## src/rtl/snn_output_spike_classifier.sv

```systemverilog
// snn_output_spike_classifier
//   Counts output-layer spikes per neuron over a programmed window of SNN
//   timesteps, then runs a sequential argmax over the counters. It reports
//   the winning class index, the winner's count and a tie flag.
//
// Ports
//   clk, rst      single clock, asynchronous active-high reset
//   start         1-cycle pulse, begins a window (accepted only in IDLE)
//   num_steps     window length in timesteps, sampled on an accepted start
//   step_valid    1-cycle pulse per timestep; spikes is valid with it
//   spikes        one bit per output neuron
//   rd_idx        counter select for software readback
//   rd_count      counter[rd_idx], combinational, 0 for an out-of-range index
//   busy          high while accumulating or scanning
//   done          1-cycle pulse once winner/winner_count/tie are valid
//   winner        index of the most active neuron (lowest index on ties)
//   winner_count  spike count of the winner
//   tie           another neuron has the same count as the winner

// Per-lane saturating spike counter.
module snn_spike_lane_counter #(
  parameter int CNT_WIDTH = 16
) (
  input  logic                 clk,
  input  logic                 rst,
  input  logic                 clr,
  input  logic                 inc,
  output logic [CNT_WIDTH-1:0] cnt
);
  always_ff @(posedge clk or posedge rst) begin
    if (rst)                        cnt <= '0;
    else if (clr)                   cnt <= '0;
    else if (inc && (cnt != '1))    cnt <= cnt + 1'b1;
  end
endmodule

module snn_output_spike_classifier #(
  parameter  int NUM_OUTPUTS = 3,
  parameter  int CNT_WIDTH   = 16,
  parameter  int STEP_WIDTH  = 16,
  localparam int IDX_W       = $clog2(NUM_OUTPUTS)
) (
  input  logic                   clk,
  input  logic                   rst,
  input  logic                   start,
  input  logic [STEP_WIDTH-1:0]  num_steps,
  input  logic                   step_valid,
  input  logic [NUM_OUTPUTS-1:0] spikes,
  input  logic [IDX_W-1:0]       rd_idx,
  output logic [CNT_WIDTH-1:0]   rd_count,
  output logic                   busy,
  output logic                   done,
  output logic [IDX_W-1:0]       winner,
  output logic [CNT_WIDTH-1:0]   winner_count,
  output logic                   tie
);

  typedef enum logic [1:0] {S_IDLE, S_ACCUM, S_SCAN, S_DONE} state_t;

  state_t                              state;
  logic [STEP_WIDTH-1:0]               num_steps_q;
  logic [STEP_WIDTH-1:0]               step_cnt;
  logic [IDX_W-1:0]                    scan_k;
  logic [CNT_WIDTH-1:0]                best_cnt;
  logic [IDX_W-1:0]                    best_idx;
  logic                                best_tie;
  logic [NUM_OUTPUTS-1:0][CNT_WIDTH-1:0] cnt;

  logic                 start_ok;
  logic                 acc_step;
  logic                 last_step;
  logic                 scan_last;
  logic [CNT_WIDTH-1:0] scan_val;
  logic [CNT_WIDTH-1:0] nxt_best;
  logic [IDX_W-1:0]     nxt_idx;
  logic                 nxt_tie;

  assign start_ok  = (state == S_IDLE) && start;
  assign acc_step  = (state == S_ACCUM) && step_valid;
  assign last_step = acc_step && (step_cnt == num_steps_q - STEP_WIDTH'(1));
  assign scan_last = (scan_k == IDX_W'(NUM_OUTPUTS - 1));

  // Counters are cleared on an accepted start, so they hold their values
  // after DONE for software readback until the next window begins.
  genvar g;
  generate
    for (g = 0; g < NUM_OUTPUTS; g++) begin : g_lane
      snn_spike_lane_counter #(.CNT_WIDTH(CNT_WIDTH)) u_lane (
        .clk (clk),
        .rst (rst),
        .clr (start_ok),
        .inc (acc_step && spikes[g]),
        .cnt (cnt[g])
      );
    end
  endgenerate

  // Loop muxes keep out-of-range indices (non power-of-two N) well defined.
  always_comb begin
    rd_count = '0;
    scan_val = '0;
    for (int i = 0; i < NUM_OUTPUTS; i++) begin
      if (rd_idx == IDX_W'(i)) rd_count = cnt[i];
      if (scan_k == IDX_W'(i)) scan_val = cnt[i];
    end
  end

  // One argmax step. Strictly-greater replacement keeps the lowest index on
  // equal counts; an equal count only raises the tie flag.
  always_comb begin
    nxt_best = best_cnt;
    nxt_idx  = best_idx;
    nxt_tie  = best_tie;
    if (scan_k == '0) begin
      nxt_best = scan_val;
      nxt_idx  = '0;
      nxt_tie  = 1'b0;
    end else if (scan_val > best_cnt) begin
      nxt_best = scan_val;
      nxt_idx  = scan_k;
      nxt_tie  = 1'b0;
    end else if (scan_val == best_cnt) begin
      nxt_tie  = 1'b1;
    end
  end

  always_ff @(posedge clk or posedge rst) begin
    if (rst) begin
      state        <= S_IDLE;
      num_steps_q  <= '0;
      step_cnt     <= '0;
      scan_k       <= '0;
      best_cnt     <= '0;
      best_idx     <= '0;
      best_tie     <= 1'b0;
      busy         <= 1'b0;
      done         <= 1'b0;
      winner       <= '0;
      winner_count <= '0;
      tie          <= 1'b0;
    end else begin
      done <= 1'b0;
      case (state)
        S_IDLE: begin
          if (start) begin
            num_steps_q <= num_steps;
            step_cnt    <= '0;
            scan_k      <= '0;
            busy        <= 1'b1;
            // An empty window skips straight to the scan of cleared counters.
            state       <= (num_steps == '0) ? S_SCAN : S_ACCUM;
          end
        end
        S_ACCUM: begin
          if (step_valid) begin
            step_cnt <= step_cnt + 1'b1;
            if (last_step) begin
              scan_k <= '0;
              state  <= S_SCAN;
            end
          end
        end
        S_SCAN: begin
          best_cnt <= nxt_best;
          best_idx <= nxt_idx;
          best_tie <= nxt_tie;
          if (scan_last) begin
            winner       <= nxt_idx;
            winner_count <= nxt_best;
            tie          <= nxt_tie;
            busy         <= 1'b0;
            state        <= S_DONE;
          end else begin
            scan_k <= scan_k + 1'b1;
          end
        end
        S_DONE: begin
          // Results settled on entry; announce them one cycle later.
          done  <= 1'b1;
          state <= S_IDLE;
        end
        default: state <= S_IDLE;
      endcase
    end
  end

endmodule

```

## config.mk

```make
export PLATFORM = sky130hd
export DESIGN_NAME = snn_output_spike_classifier
export DESIGN_NICKNAME = d
export VERILOG_FILES = /design/src/rtl/snn_output_spike_classifier.sv
export SDC_FILE = /design/constraint.sdc
export NUM_CORES = 1
export LEC_CHECK = 0
export ABC_AREA = 1
export BUFFER_PORTS_ARGS = -buffer_cell sky130_fd_sc_hd__buf_2
export CELL_PAD_IN_SITES_DETAIL_PLACEMENT = 0
export CELL_PAD_IN_SITES_GLOBAL_PLACEMENT = 1
export CORE_UTILIZATION = 48
export DETAILED_ROUTE_END_ITERATION = 7
export GPL_ROUTABILITY_DRIVEN = 1
export GPL_TIMING_DRIVEN = 0
export PLACE_DENSITY_LB_ADDON = 0.1
export RECOVER_POWER = 25
export SYNTH_ARGS = -nofsm -noshare
export SYNTH_HDL_FRONTEND = slang
export SYNTH_HIERARCHICAL = 1
export SYNTH_SLANG_ARGS = --single-unit
export TNS_END_PERCENT = 100
```

## constraint.sdc

```tcl
create_clock -name clk -period 7.1 [get_ports clk]
set_clock_uncertainty 0.05 [all_clocks]
set_input_delay 1.065 -clock clk [delete_from_list [all_inputs] [get_ports clk]]
set_output_delay 1.065 -clock clk [all_outputs]
set_load 0.1 [all_outputs]
```

Word level (Yosys, flattened, before mapping)
Cells that the tools add are included.
{ "totals": {"regBits": 124, "out_inout_bits": 37, "in_bits": 25} }
{ "classes": {"eq_ne": 17, "n_lt_le_gt_ge": 1, "n_reduce_logical": 25, "addsub": 6, "muxes": 37} }
{ "ops": {"columns": ["op", "count"], "rows": [
  ["16-bit 2-to-1 mux", 16],
  ["16-bit by 1-bit adder with 16-bit output, second input constant", 4],
  ["16-bit != test, second input constant", 3],
  ["16-bit == test", 2],
  ["16-bit one-hot mux with 2 select lines", 1],
  ["2-bit 2-to-1 mux", 11],
  ["16-bit > comparator", 1],
  ["16-bit logical NOT", 1],
  ["16-bit by 1-bit subtractor with 16-bit output, second input constant", 1],
  ["2-bit != test, second input constant", 5],
  ["2-bit nonzero test", 5],
  ["1-bit logical AND", 9],
  ["2-bit == test, second input constant", 4],
  ["2-bit one-hot mux with 4 select lines", 1],
  ["2-bit by 1-bit == test with 1-bit output, second input constant", 3],
  ["2-bit logical NOT", 3],
  ["1-bit 2-to-1 mux", 6],
  ["2-bit one-hot mux with 3 select lines", 1],
  ["3-bit AND reduction", 2],
  ["5-bit AND reduction", 1],
  ["2-bit AND reduction", 2],
  ["4-bit AND reduction", 1],
  ["3-bit nonzero test", 1],
  ["2-bit by 1-bit adder with 2-bit output, second input constant", 1],
  ["1-bit one-hot mux with 2 select lines", 1]
]} }

Logic depth before layout (Yosys ltp)
{ "depth": {"depth_word": 8, "ltp_mapped": 21, "mapped_depth_nobuf": 20} }

Cells and area by module
Netlist, hierarchy kept.
{ "modules_own_cells": {"columns": ["module", "n_inst", "area_each_um2", "seq_area_each_um2", "cells_per_inst"], "rows": [
  ["snn_output_spike_classifier", 1, 5260.0, 1901.8, 784],
  ["snn_spike_lane_counter (g_lane[1].u_lane ...)", 2, 1081.0, 400.4, 161],
  ["snn_spike_lane_counter (g_lane[0].u_lane)", 1, 1083.5, 400.4, 159]
]} }

Worst setup path after synthesis
OpenSTA, ideal clock, no wires.
{ "synth_timing": {"path_type": "input -> output", "from": "in rd_idx[1]", "to": "out rd_count[11]", "stages": 3, "n_path_buf": 0, "t_arrival_ns": 2.653, "required_ns": 5.985, "setup_slack_ns": 3.332, "cell_sequence": "inv_1 > nand2_1 > o211ai_1"} }
{ "synth_between": {"elab_chain_len": 4, "word_cells_on_any_way": 6} }
{ "synth_rtl": {"columns": ["item", "line_no", "source"], "rows": [
  ["from (decl)", "49", "input logic [IDX_W-1:0] rd_idx,"],
  ["2-bit logical NOT", "103", "if (rd_idx == IDX_W'(i)) rd_count = cnt[i];"],
  ["16-bit 2-to-1 mux (2 in series)", "103", null],
  ["16-bit 2-to-1 mux (*)", "103", null],
  ["to (decl)", "50", "output logic [CNT_WIDTH-1:0] rd_count,"]
]} }
Mark *: on every way between the ends. The rest lies on a longest branch, timed or not.

==> impl_results.md <==
* Worst hold path class: flip-flop to flip-flop
* Final Wtd Congestion at 0.916
* Slew HR at -0.799
* Final Total Pwr at 3.41 mW
* Clock tree from TritonCTS: done
* Mapped Area at 8510 um2
* Dpl ws at 3130 ps
* Clock slew at reported path FFs at 50 ps
* Synth top cells by count: 458 x nand2_1, 147 x inv_1, 125 x nand3_1
* Comb pwr share at 0.444
* Largest family of logic cells by synthesized area: simple AND/OR/NAND/NOR gates
* Number of fill cells at 1,733
* Critical Path Fanout Max at 47
* Syn_nets at 1,318
* Clock tree buffer depth at 2
* Synth top area share at 0.365
* Post-synth cell types at 41
* Crit path DAT at 4040 ps
* Critical Path Sink Type: async pin
* Setup Buffers After CTS at 0
* Clock sink total at 124
* First-pass GRT wire length at 39.7 mm
* Failing checks: max-capacitance violations, max-slew violations
* # setup viols final at 0
* Net Sw Frac at 0.448
* Cell breakdown of the critical path: clkbuf_1 > clkinvlp_2 > clkbuf_1
* Area Growth Syn to Fin at 14.3%
* Post-DRT Antenna Nets at 0
* Seq pwr share at 0.286
* ANT cells at 0
* Clock group share of total power at 0.271
* Gr ovfl total at 0
* P_int at 1.88 mW
* Final WL at 24.5 mm
* Met2 Usage GRT at 0.439
* Cells after Synth at 1,265
* Die height at 135 um
* Port bufs at 61
* Layout cells sized above 1 at 0.107
* Post-synth EDFFs at 0
* Post-Layout Inst Area at 9720 um2
* Hold buffers post-CTS at 0
* Dpl hpwl at 18.5 mm
* Die area at 18,300 um2
* GR met1 Demand/Resource at 0.402
* Most frequent CP cell: clkbuf_1
* Initial DRT Pass Iterations at 6
* Synth Area in Simple Gates at 0.410
* Synth Area in XOR/XNOR at 0.0309
* WL/cell at 15.5 um
* Worst VDD drop at 0.242 mV
* Pin count of the biggest net entering global routing at 48
* Area after DPL at 9120 um2
* Number of global-route vias before repair at 7,584
* Post-synthesis mux area share at 0.00132
* Setup TNS after final layout at 0 ps
* DRC at 0
* Post-synthesis compound-gate area fraction at 0.0638
* M3 GR Usage at 0.0503
* Actual slew at the worst max-slew pin at 2700 ps
* DR iter-0 viols at 570
* Clock period minus worst slack at 4140 ps
* Sw Pwr at 1.53 mW
* Clk_lat worst skew at 420 ps
* TritonCTS buffer count at 17
* Startpoint types: primary input
* Top FF cell, synth: dfrtp_1
* Post-Synth Adder-Cell Area at 0.0412
* Final hold viol count at 0
* Initial antenna violation count at 0
* Fmax at 241 MHz
* Worst setup margin at 2960 ps
* FP Rows at 48
* I/O Pins at 62
* Most frequent cell after synthesis: nand2_1
* Gr usage total at 0.282
* Max cap viols at 1
* Slowest stage delay, CP at 1970 ps
* WS Path Type: primary input to async pin
* Initial core utilization at 0.492
* Post-cts gate resize count at 0
* Vias/cell at 5.23
* Avg Cell Area, Syn at 6.72 um2
* Slowest cell on crit path: clkbuf_1
* Cell family with most CP delay: buffers and inverters
* LEAKAGE at 5.26 nW
* Global route hottest layer: met2
* Area contributors post-synth: dfrtp_1 36%, nand2_1 20%, nand3_1 7.4%
* Outcome: finished, violations left
* PwrDens at 351 nW/um2
* Nets@finish at 1,399
* Cell taking the most area after synthesis: dfrtp_1
* Ys async rst share at 1.00
* Die Wd at 135 um
* Final Util at 0.562
* Slew Limit Fails at 48
* CP required at 6990 ps
* CP Buf/Inv Count at 3
* Crit share post-route at 0.584
* Root Buffer Master: clkbuf_16
* Post-synthesis sequential area ratio at 0.365
* Yosys Warn Count at 6
* H-tree Lvls at 4
* Core Footprint at 17,300 um2
* RSZ-0062 raised after global routing: no
* Flops & latches, synth at 124
* Vias at 8,269
## metal layers
| layer | vias to the layer above | share of wire |
|---|---|---|
| met5 | - | 0 |
| li1 | 4190 | - |
| met4 | 0 | 0.016 |
| met3 | 23 | 0.055 |
| met2 | 233 | 0.45 |
| met1 | 3823 | 0.48 |
## sequential cells by signal, indices dropped and copies added (netlist names), 2 cells and up
| signal | cells |
|---|---|
| g_lane.u_lane/cnt | 48 |
| best_idx | 2 |
| winner_count | 16 |
| best_cnt | 16 |
| state | 2 |
| winner | 2 |
| scan_k | 2 |
| step_cnt | 16 |
| num_steps_q | 16 |
## worst register-to-register path: cells and delay by family (launching register included)
kind	cells	cell delay, ps
AO/OA/AOI/OAI	1	420
adder cells (fa/ha/maj)	2	540
AND/OR/NAND/NOR	9	1370
buffers and inverters	6	1210
flip-flops	1	410
## placed cells by master, fill, tap and decap left out, drive strengths merged, types with 2 or more instances in the layout
master,instances
nand3b,8
xor2,18
nand4,40
o22ai,13
nor4,2
o211ai,2
o21a,2
a211oi,2
o21ai,50
bufinv,4
nand2,472
clkinv,7
ha,28
a31oi,2
nor2,135
nor3,10
inv,150
nand3,126
xnor2,12
clkinvlp,5
buf,75
clkbuf,40
a21oi,24
dfrtp,124
## path summary, 6_finish.rpt
check,slack (ps),cells after the start,startpoint,end
setup reg to reg,3050,18,scan_k[0],best_tie
min in group asynchronous,770,2,rst,g_lane[0].u_lane/cnt[3]
max in group clk,3050,18,scan_k[0],best_tie
hold reg to reg,420,2,winner_count[13],winner_count[13]
setup / recovery,2960,3,rst,step_cnt[14]
hold / removal,420,2,winner_count[13],winner_count[13]
## stage by stage
step,instances,hold WS (ps)
floorplan,1265,400
global placement,1551,409
detailed placement,1552,411
CTS,1582,427
global route,1582,445
finish,1582,423
## power by group through the flow
stage / logic [mW] / clock network [mW] / registers (mW)
floorplan: 1.06 / 0 / 1.05
global placement: 1.49 / 0 / 0.983
detailed placement: 1.51 / 0 / 0.985
CTS: 1.51 / 0.939 / 0.974
global route: 1.71 / 0.966 / 0.992
finish: 1.51 / 0.923 / 0.974
## area by class of cell
class,count,area [um2],area share
plain buffers,34,166,0.0171
repair buffers,62,308,0.0317
multi-input cells,952,4660,0.479
inverters,155,583,0.0600
well taps,225,282,0.0290
flip-flops and latches,124,3100,0.319
clock inverters,11,169,0.0174
clock buffers,19,453,0.0466
## kinds of logic (layout without fill, tap and decap cells)
| logic type | count (synthesis) | after routing |
|---|---|---|
| simple gates | 795 | 795 |
| buf+inv | 189 | 281 |
| flops | 124 | 124 |
| compound gates | 98 | 98 |
| xor+xnor | 30 | 30 |
| fa+ha+maj | 28 | 28 |
| mux | 1 | 1 |
Note: power is estimated with default switching activity, not from simulation.
